==> config.mk <==
export PLATFORM = sky130hd
export DESIGN_NAME = stream_pkt_fifo_flat
export DESIGN_NICKNAME = d
export VERILOG_FILES = /design/src/rtl/stream_pkg.sv /design/src/rtl/stream_pkt_fifo_if.sv /design/src/rtl/stream_fifo_ram.sv /design/src/rtl/stream_pkt_fifo.sv /design/src/flat_wrapper.sv
export SDC_FILE = /design/constraint.sdc
export NUM_CORES = 1
export LEC_CHECK = 0
export ABC_AREA = 1
export BUFFER_PORTS_ARGS = -buffer_cell sky130_fd_sc_hd__clkbuf_2
export CAP_MARGIN = 20
export CORE_MARGIN = 5
export CORE_UTILIZATION = 35
export DETAILED_ROUTE_END_ITERATION = 8
export RECOVER_POWER = 25
export SETUP_SLACK_MARGIN = 0.05
export SYNTH_ARGS = -nofsm -noshare
export SYNTH_HDL_FRONTEND = slang
export SYNTH_SLANG_ARGS = --single-unit
==> constraint.sdc <==
create_clock -name clk -period 5.65 [get_ports clk]
set_clock_uncertainty 0.05 [all_clocks]
set_input_delay 0 -clock clk [delete_from_list [all_inputs] [get_ports clk]]
set_output_delay 0 -clock clk [all_outputs]
set_load 0.01 [all_outputs]
==> src/rtl/stream_pkg.sv <==
// Shared types and helpers for the stream packet FIFO.
//   cnt_w(depth) : bit width needed to hold a value in 0..depth
//   fifo_mode_e  : cut-through or store-and-forward operation
package stream_pkg;

    typedef enum logic {
        CUT_THROUGH = 1'b0,
        STORE_FWD   = 1'b1
    } fifo_mode_e;

    // Width of an occupancy counter that must represent 0..depth inclusive.
    function automatic int unsigned cnt_w(input int unsigned depth);
        return $clog2(depth + 32'd1);
    endfunction

endpackage

==> src/rtl/stream_pkt_fifo_if.sv <==
// Valid/ready beat stream carrying data plus end-of-packet.
//   data  : beat payload
//   last  : end-of-packet marker
//   valid : beat offered by the master
//   ready : beat accepted by the slave
interface stream_pkt_fifo_if #(
    parameter int unsigned T_DATA_WIDTH = 32
) ();

    logic [T_DATA_WIDTH-1:0] data;
    logic                    last;
    logic                    valid;
    logic                    ready;

    modport master (output data, output last, output valid, input ready);
    modport slave  (input data, input last, input valid, output ready);

endinterface

==> src/rtl/stream_fifo_ram.sv <==
// FIFO storage array: one synchronous write port, one asynchronous read port.
//   clk   : write clock
//   we    : write enable
//   waddr : write address, wdata : write word
//   raddr : read address,  rdata : read word (combinational)
// Storage is intentionally not reset; occupancy is tracked by the owner.
module stream_fifo_ram #(
    parameter int unsigned WIDTH = 33,
    parameter int unsigned DEPTH = 8
) (
    input  logic                     clk,
    input  logic                     we,
    input  logic [$clog2(DEPTH)-1:0] waddr,
    input  logic [WIDTH-1:0]         wdata,
    input  logic [$clog2(DEPTH)-1:0] raddr,
    output logic [WIDTH-1:0]         rdata
);

    logic [WIDTH-1:0] mem_q [DEPTH];

    // Write port
    always_ff @(posedge clk) begin
        if (we) begin
            mem_q[waddr] <= wdata;
        end
    end

    // Read port
    assign rdata = mem_q[raddr];

endmodule

==> src/rtl/stream_pkt_fifo.sv <==
// Stream FIFO carrying data+last with optional store-and-forward on packet boundaries.
//   clk, rst  : clock, synchronous active-high reset
//   s_if      : input beat stream (slave side)
//   m_if      : output beat stream (master side), head read straight from storage
//   count     : beats stored
//   pkt_count : complete packets stored (last beats held)
// In STORE_FWD mode the head is only offered once a whole packet is held, or when the
// FIFO is full (so an oversize packet cannot deadlock); after such a release the rest of
// that packet streams through until its last beat is popped.
module stream_pkt_fifo
    import stream_pkg::*;
#(
    parameter int unsigned T_DATA_WIDTH = 32,
    parameter int unsigned DEPTH        = 8,
    parameter fifo_mode_e  PKT_MODE     = CUT_THROUGH
) (
    input  logic                     clk,
    input  logic                     rst,
    stream_pkt_fifo_if.slave         s_if,
    stream_pkt_fifo_if.master        m_if,
    output logic [cnt_w(DEPTH)-1:0]  count,
    output logic [cnt_w(DEPTH)-1:0]  pkt_count
);

    localparam int unsigned CNT_W = cnt_w(DEPTH);
    localparam int unsigned PTR_W = $clog2(DEPTH);
    localparam int unsigned RAM_W = T_DATA_WIDTH + 1;

    logic [PTR_W-1:0] wr_ptr_q, wr_ptr_d;
    logic [PTR_W-1:0] rd_ptr_q, rd_ptr_d;
    logic [CNT_W-1:0] count_q, count_d;
    logic [CNT_W-1:0] pkt_count_q, pkt_count_d;
    logic             rel_q, rel_d;

    logic             full;
    logic             empty;
    logic             s_ready_c;
    logic             m_valid_c;
    logic             push;
    logic             pop;
    logic             head_last;
    logic [RAM_W-1:0] rd_word;

    // Pointer advance with explicit wrap, so DEPTH need not be a power of two.
    function automatic logic [PTR_W-1:0] ptr_inc(input logic [PTR_W-1:0] p);
        return (p == PTR_W'(DEPTH - 1)) ? '0 : p + PTR_W'(1);
    endfunction

    stream_fifo_ram #(
        .WIDTH (RAM_W),
        .DEPTH (DEPTH)
    ) u_ram (
        .clk   (clk),
        .we    (push),
        .waddr (wr_ptr_q),
        .wdata ({s_if.last, s_if.data}),
        .raddr (rd_ptr_q),
        .rdata (rd_word)
    );

    assign full      = (count_q == CNT_W'(DEPTH));
    assign empty     = (count_q == '0);
    assign head_last = rd_word[T_DATA_WIDTH];

    // No pass-through when full: a same-cycle pop does not open the input.
    assign s_ready_c = !rst && !full;

    // Head availability; rel_q holds the output open for the tail of a released packet.
    always_comb begin
        m_valid_c = 1'b0;
        if (PKT_MODE == STORE_FWD) begin
            m_valid_c = !rst && !empty && ((pkt_count_q != '0) || full || rel_q);
        end else begin
            m_valid_c = !rst && !empty;
        end
    end

    assign push = s_if.valid && s_ready_c;
    assign pop  = m_valid_c && m_if.ready;

    assign s_if.ready = s_ready_c;
    assign m_if.valid = m_valid_c;
    assign m_if.data  = rd_word[T_DATA_WIDTH-1:0];
    assign m_if.last  = head_last;
    assign count      = count_q;
    assign pkt_count  = pkt_count_q;

    // Next-state for pointers, counters and the release flag.
    always_comb begin
        wr_ptr_d    = wr_ptr_q;
        rd_ptr_d    = rd_ptr_q;
        rel_d       = rel_q;
        count_d     = count_q + CNT_W'(push) - CNT_W'(pop);
        pkt_count_d = pkt_count_q + CNT_W'(push && s_if.last) - CNT_W'(pop && head_last);
        if (push) begin
            wr_ptr_d = ptr_inc(wr_ptr_q);
        end
        if (pop) begin
            rd_ptr_d = ptr_inc(rd_ptr_q);
            // Popping a non-last beat means the rest of its packet must keep flowing.
            rel_d    = !head_last;
        end
    end

    // State registers
    always_ff @(posedge clk) begin
        if (rst) begin
            wr_ptr_q    <= '0;
            rd_ptr_q    <= '0;
            count_q     <= '0;
            pkt_count_q <= '0;
            rel_q       <= 1'b0;
        end else begin
            wr_ptr_q    <= wr_ptr_d;
            rd_ptr_q    <= rd_ptr_d;
            count_q     <= count_d;
            pkt_count_q <= pkt_count_d;
            rel_q       <= rel_d;
        end
    end

    // Occupancy sanity and source protocol checks
    a_count_max : assert property (@(posedge clk) disable iff (rst)
        count_q <= CNT_W'(DEPTH));
    a_pkt_le_count : assert property (@(posedge clk) disable iff (rst)
        pkt_count_q <= count_q);
    a_s_stable : assert property (@(posedge clk) disable iff (rst)
        (s_if.valid && !s_ready_c) |=>
            (!s_if.valid || ($stable(s_if.data) && $stable(s_if.last))));

endmodule

==> src/flat_wrapper.sv <==
// flat-port wrapper written by rule: the top's interface ports become plain ports
module stream_pkt_fifo_flat import stream_pkg::*;
#(
    parameter int unsigned T_DATA_WIDTH = 32,
    parameter int unsigned DEPTH        = 8,
    parameter fifo_mode_e  PKT_MODE     = CUT_THROUGH
)
  (clk, rst, count, pkt_count, s_if_data, s_if_last, s_if_valid, s_if_ready, m_if_data, m_if_last, m_if_valid, m_if_ready);
  stream_pkt_fifo_if #(.T_DATA_WIDTH(T_DATA_WIDTH)) s_if_i ();
  stream_pkt_fifo_if #(.T_DATA_WIDTH(T_DATA_WIDTH)) m_if_i ();
  input  logic clk;
  input  logic rst;
  output logic [cnt_w(DEPTH)-1:0] count;
  output logic [cnt_w(DEPTH)-1:0] pkt_count;
  input wire logic [$bits(s_if_i.data)-1:0] s_if_data;
  input wire logic [$bits(s_if_i.last)-1:0] s_if_last;
  input wire logic [$bits(s_if_i.valid)-1:0] s_if_valid;
  output wire logic [$bits(s_if_i.ready)-1:0] s_if_ready;
  output wire logic [$bits(m_if_i.data)-1:0] m_if_data;
  output wire logic [$bits(m_if_i.last)-1:0] m_if_last;
  output wire logic [$bits(m_if_i.valid)-1:0] m_if_valid;
  input wire logic [$bits(m_if_i.ready)-1:0] m_if_ready;
  assign s_if_i.data = s_if_data;
  assign s_if_i.last = s_if_last;
  assign s_if_i.valid = s_if_valid;
  assign s_if_ready = s_if_i.ready;
  assign m_if_data = m_if_i.data;
  assign m_if_last = m_if_i.last;
  assign m_if_valid = m_if_i.valid;
  assign m_if_i.ready = m_if_ready;
  stream_pkt_fifo #(.T_DATA_WIDTH(T_DATA_WIDTH), .DEPTH(DEPTH), .PKT_MODE(PKT_MODE)) u_core (.clk(clk), .rst(rst), .s_if(s_if_i), .m_if(m_if_i), .count(count), .pkt_count(pkt_count));
endmodule
Yosys cells after proc, flatten, opt, wreduce, memory -nomap -nowiden:

Memory sizes are Yosys's and may differ from the RTL's. A register that Yosys moved wholly into a read port is not among the register bits.
Index checks and enable logic that the tools add are counted.

* bits in writable memories: 264
* memories kept: 1
* word-level logic and storage cells: 30
* bits in registers: 14
* output and inout port bits: 43

Memory list
* u_core.u_ram.mem_q: words 8, bits a word 33, read ports 1, clocked after Yosys merged registers in 1, wr ports 1, line stream_fifo_ram.sv:19 `logic [WIDTH-1:0] mem_q [DEPTH];`

* reductions and logical operators: 10
* muxes and demuxes: 6
* equality and inequality tests: 3
* $add $sub $neg: 6

Operators by type and width (count)
* $mux W3: 4
* $add A4 B1 Y4: 2
* $sub A4 B1 Y4: 2
* $add A3 B1 Y3 const B: 2
* $eq A3 B3 Y1 const B: 2
* $logic_and A1 B1 Y1: 6
* $eq A4 B4 Y1 const B: 1
* $logic_not A4 Y1: 1
* $logic_not A1 Y1: 3
* $mux W1: 2

Longest topological paths before layout:

* depth after elaboration: 7
* mapped depth: 17

Modules after synthesis:

From an unflattened synthesis, not the netlist that was laid out.

* cells, all modules: 1259
* area, all modules: 12408.2 sq um

By module, submodules not included
* stream_fifo_ram: area each 11566.1 sq um, cells each 1159, instances 1
* stream_pkt_fifo: area each 842.1 sq um, cells each 100, instances 1

Worst setup path after synthesis:

No wires, ideal clock.

* path kind: flip-flop to flip-flop
* start point: register u_core.count_q[2], in the netlist u_core.count[2]
* end point: memory u_core.u_ram.mem_q[6][0], enable pin
* data arrival time: 3295 ps
* setup time: 465 ps
* slack: 1840 ps
* cell stages (with the launch flop): 7
* cells stage by stage: dfxtp_1 -> inv_1 -> ha_1 -> nand3_1 -> nand3_2 -> buf_2 -> nor3_1

* cells in the longest elaborated chain, start to end: 6

Ends and longest elaborated chain
* from (decl): line stream_pkt_fifo.sv:31 `logic [CNT_W-1:0] count_q, count_d;`
* from (signal assigned): line stream_pkt_fifo.sv:116 `count_q <= count_d;`
* $eq A4 B4 Y1: line stream_pkt_fifo.sv:61 `assign full = (count_q == CNT_W'(DEPTH));`
* $logic_not A1 Y1: line stream_pkt_fifo.sv:66 `assign s_ready_c = !rst && !full;`
* $logic_and A1 B1 Y1: line stream_pkt_fifo.sv:66
* $logic_and A1 B1 Y1: line stream_pkt_fifo.sv:78 `assign push = s_if.valid && s_ready_c;`
* $mux W1: line stream_fifo_ram.sv:23 `if (we) begin`
* $mux W1 (implied by the code): line stream_fifo_ram.sv:24 `mem_q[waddr] <= wdata;`
* to (decl): line stream_fifo_ram.sv:19

Every way passes these cells.

==> impl_metrics.env <==
export IMPL_outcome="finished, final reports clean"
export IMPL_n_fill_cell=3025
export IMPL_drcViolationCount=0
export IMPL_max_freq_ghz=0.3073
export IMPL_yosysMostFrequentCell="nor2_1"
export IMPL_synth_simple_area_share_pct=16.14
export IMPL_setup_tns_ps=0
export IMPL_synth_flop_cell="edfxtp_1"
export IMPL_synth_seq_area_share_pct=72.05
export IMPL_rows=66
export IMPL_synth_seq_cells=281
export IMPL_slew_violations=0
export IMPL_regArea_mm2=0.008273
export IMPL_critPathMaxFanout=73
export IMPL_drv_cap=0
export IMPL_worst_pin_slew_ps=878.3
export IMPL_avgSynthCellArea_um2=11.49
export IMPL_grt_usage_pct=13.58
export IMPL_yosysTopAreaCellShare_pct=69.09
export IMPL_setup_viol=0
export IMPL_cp_top_family="flip-flops"
export IMPL_cts_resized=0
export IMPL_yosys_area_share_xor_xnor_pct=0.2290
export IMPL_clock_latency_ps=540
export IMPL_ys_warn_count=0
export IMPL_cp_start_kind="flop"
export IMPL_top_layer="met4"
export IMPL_critPathArrivalTime_ps=3640
export IMPL_die_w_um=191.1
export IMPL_grt_pass1_vias=7120
export IMPL_crit_path_end_kind="flop"
export IMPL_timing_final_crit_period_ps=3255
export IMPL_netlist_instances=999
export IMPL_hp_class="primary input to flop"
export IMPL_vias=7274
export IMPL_syn2layout_area_growth_pct=17.87
export IMPL_numCtsBuffers=30
export IMPL_rsz0062_at_grt="false"
export IMPL_grt_pass1_wl_um=39400
export IMPL_antenna_found_initial=2
export IMPL_die_h_um=191.1
export IMPL_synth_top_family_by_area="simple AND/OR/NAND/NOR gates"
export IMPL_clk_pin_slew_ps=60
export IMPL_initial_core_util_pct=35.36
export IMPL_timing_final_hold_violations=0
export IMPL_placed_cell_area_mm2=0.01225
export IMPL_wl_met3_um=1140
export IMPL_synth_nets=1052
export IMPL_fp_coreArea_mm2=0.03245
export IMPL_synthAdderAreaFrac_pct=1.875
export IMPL_synth_compound_area_share_pct=5.954
export IMPL_slew_headroom_pct=41.45
export IMPL_dp_hpwl_um=12970
export IMPL_synth_mux_area_share_pct=0
export IMPL_cp_buffers_inverters=3
export IMPL_grt_max_degree=85
export IMPL_critPathSlowestCell="dfxtp_4"
export IMPL_synth_area_leaders="edfxtp_1, nor2_1, nand2_1"
export IMPL_met1_length_um=11580
export IMPL_cts_htree_levels=1
export IMPL_syn_cell_area_mm2=0.01147
export IMPL_synth_cell_types=22
export IMPL_vdd_ir_drop_max_mv=0.2933
export IMPL_port_buffers=79
export IMPL_dr_pass1_iters=5
export IMPL_wl_um=24990
export IMPL_worstPathRequired_ps=6040
export IMPL_final_area_mm2=0.01353
export IMPL_multi_input_area_mm2=0.002816
export IMPL_die_area_mm2=0.03651
export IMPL_route_met2_wl_um=11600
export IMPL_via_per_inst=4.618
export IMPL_cts_tree="yes"
export IMPL_cts_root_buf="clkbuf_16"
export IMPL_crit_path_max_incr_delay_ps=870
export IMPL_synth_commonest_cells="nor2_1, edfxtp_1, nand2_1, o21ai_1, o21ai_0"
export IMPL_antenna_left=0
export IMPL_async_reset_ff_share_pct=0
export IMPL_powerDensity_mw_per_mm2=422.3
export IMPL_cts_buffer_depth=3
export IMPL_num_io_pins=80
export IMPL_routedWlPerCell_um=15.86
export IMPL_period_share_pct=57.60
export IMPL_synth_edf_count=264
export IMPL_worstPathCellList="inv_4, nand2_1, nand3_1, nand2_1, nand2_1, nand2_1, nor2_1, ha_1, inv_1, ha_1, inv_1, fa_1, xor2_1, nor2_1"
export IMPL_clkSinkCount=281
export IMPL_overflow=0
export IMPL_drt_first_iter_violations=470
export IMPL_nets=1162
export IMPL_yosysTopAreaCell="edfxtp_1"
export IMPL_power_leakage_nw=5.020
export IMPL_path_common_cell="nand2_1"
export IMPL_drive_gt1_share_pct=11.49
export IMPL_gp_congestion=0.7643
export IMPL_critPathKind="flop to flop"
export IMPL_whs_ps=250.6
==> through the flow <==
step                setup WS [ps]  util, %  std cells  total power, mW
finish                       2396    41.68       1575            5.712
global route                 2178    41.68       1575            6.077
global placement             2459    37.74       1482            3.917
detailed placement           2379    37.74       1482            3.940
floorplan                    1840        -        999            3.539
CTS                          2359    41.70       1572            5.788
==> path summary, 6_finish.rpt <==
| check | start | to | slack (ps) | cells past startpoint |
|---|---|---|---|---|
| setup / recovery | flop | u_core.pkt_count[2]$_SDFF_PP0_ | 2400 | 14 |
| hold / removal | rst | u_core.pkt_count[0]$_SDFF_PP0_ | 250 | 3 |
| setup reg to reg | flop | u_core.pkt_count[2]$_SDFF_PP0_ | 2400 | 14 |
| hold reg to reg | u_core.rd_ptr_q[2]$_SDFFE_PP0N_ | flop | 450 | 2 |
==> kinds of logic after synthesis <==
kind of cell / after synthesis
AOI/OAI and AO/OA: 136
buffers and inverters: 79
xor gates and xnor gates: 3
DFF: 281
and+or+nand+nor: 484
adders and majority gates: 16
==> worst min-delay path, delay by kind of cell <==
kind	cells	cell delay, ps
and+or+nand+nor	1	70
buffers and inverters	2	740
==> placed cells by master, fill, tap and decap left out, types with 3 or more instances in the layout <==
cell           count
edfxtp_1         264
dlygate4sd3_1     36
clkbuf_8           3
clkinv_2           5
nand2_1          191
dfxtp_1           15
clkbuf_16         30
clkinv_1           3
nor3_2             8
o21ai_0           53
ha_1              14
o21ai_1           75
clkbuf_2          59
xor2_1             3
buf_4             14
nand3_1           15
nor2_1           269
clkbuf_1          29
inv_1             24
a21oi_1            6
==> flip-flops by register name (all words and copies together) (netlist names), named ones only <==
signal,flops
u_core.pkt_count,4
u_core.wr_ptr_q,3
u_core.rd_ptr_q,3
u_core.count,4
u_core.u_ram.mem_q,264
==> power by group <==
part | leakage [nW] | total [mW] | switching, mW | internal (mW)
combinational | 2.04 | 1.41 | 0.927 | 0.486
sequential | 2.52 | 2.47 | 0.105 | 2.37
clock | 0.453 | 1.83 | 0.763 | 1.06
total | 5.02 | 5.71 | 1.80 | 3.92
==> timing repair <==
action / 4_1_cts / 5_1_grt
hold buffers: 36 / 0
buffers inserted: 0 / 0
setup endpoints to repair: 0 / 0
hold endpoints to repair: 281 / 0
==> cell type report <==
| type | count | area share (%) |
|---|---|---|
| Antenna cell | 2 | 0.03700 |
| Clock buffer | 42 | 6.105 |
| Clock inverter | 12 | 0.7493 |
| Inverter | 27 | 0.7678 |
| Multi-Input combinational cell | 639 | 20.82 |
| Sequential cell | 281 | 61.17 |
| Tap cell | 442 | 4.089 |
| Timing Repair Buffer | 130 | 6.263 |
==> routing by layer <==
metal / track usage [%] / vias up
li1: - / 3621
met1: 18.56 / 3463
met2: 22.23 / 144
met3: 2.502 / 46
met4: 4.061 / 0
met5: 0 / -
Note: power is estimated with default switching activity, not from simulation.
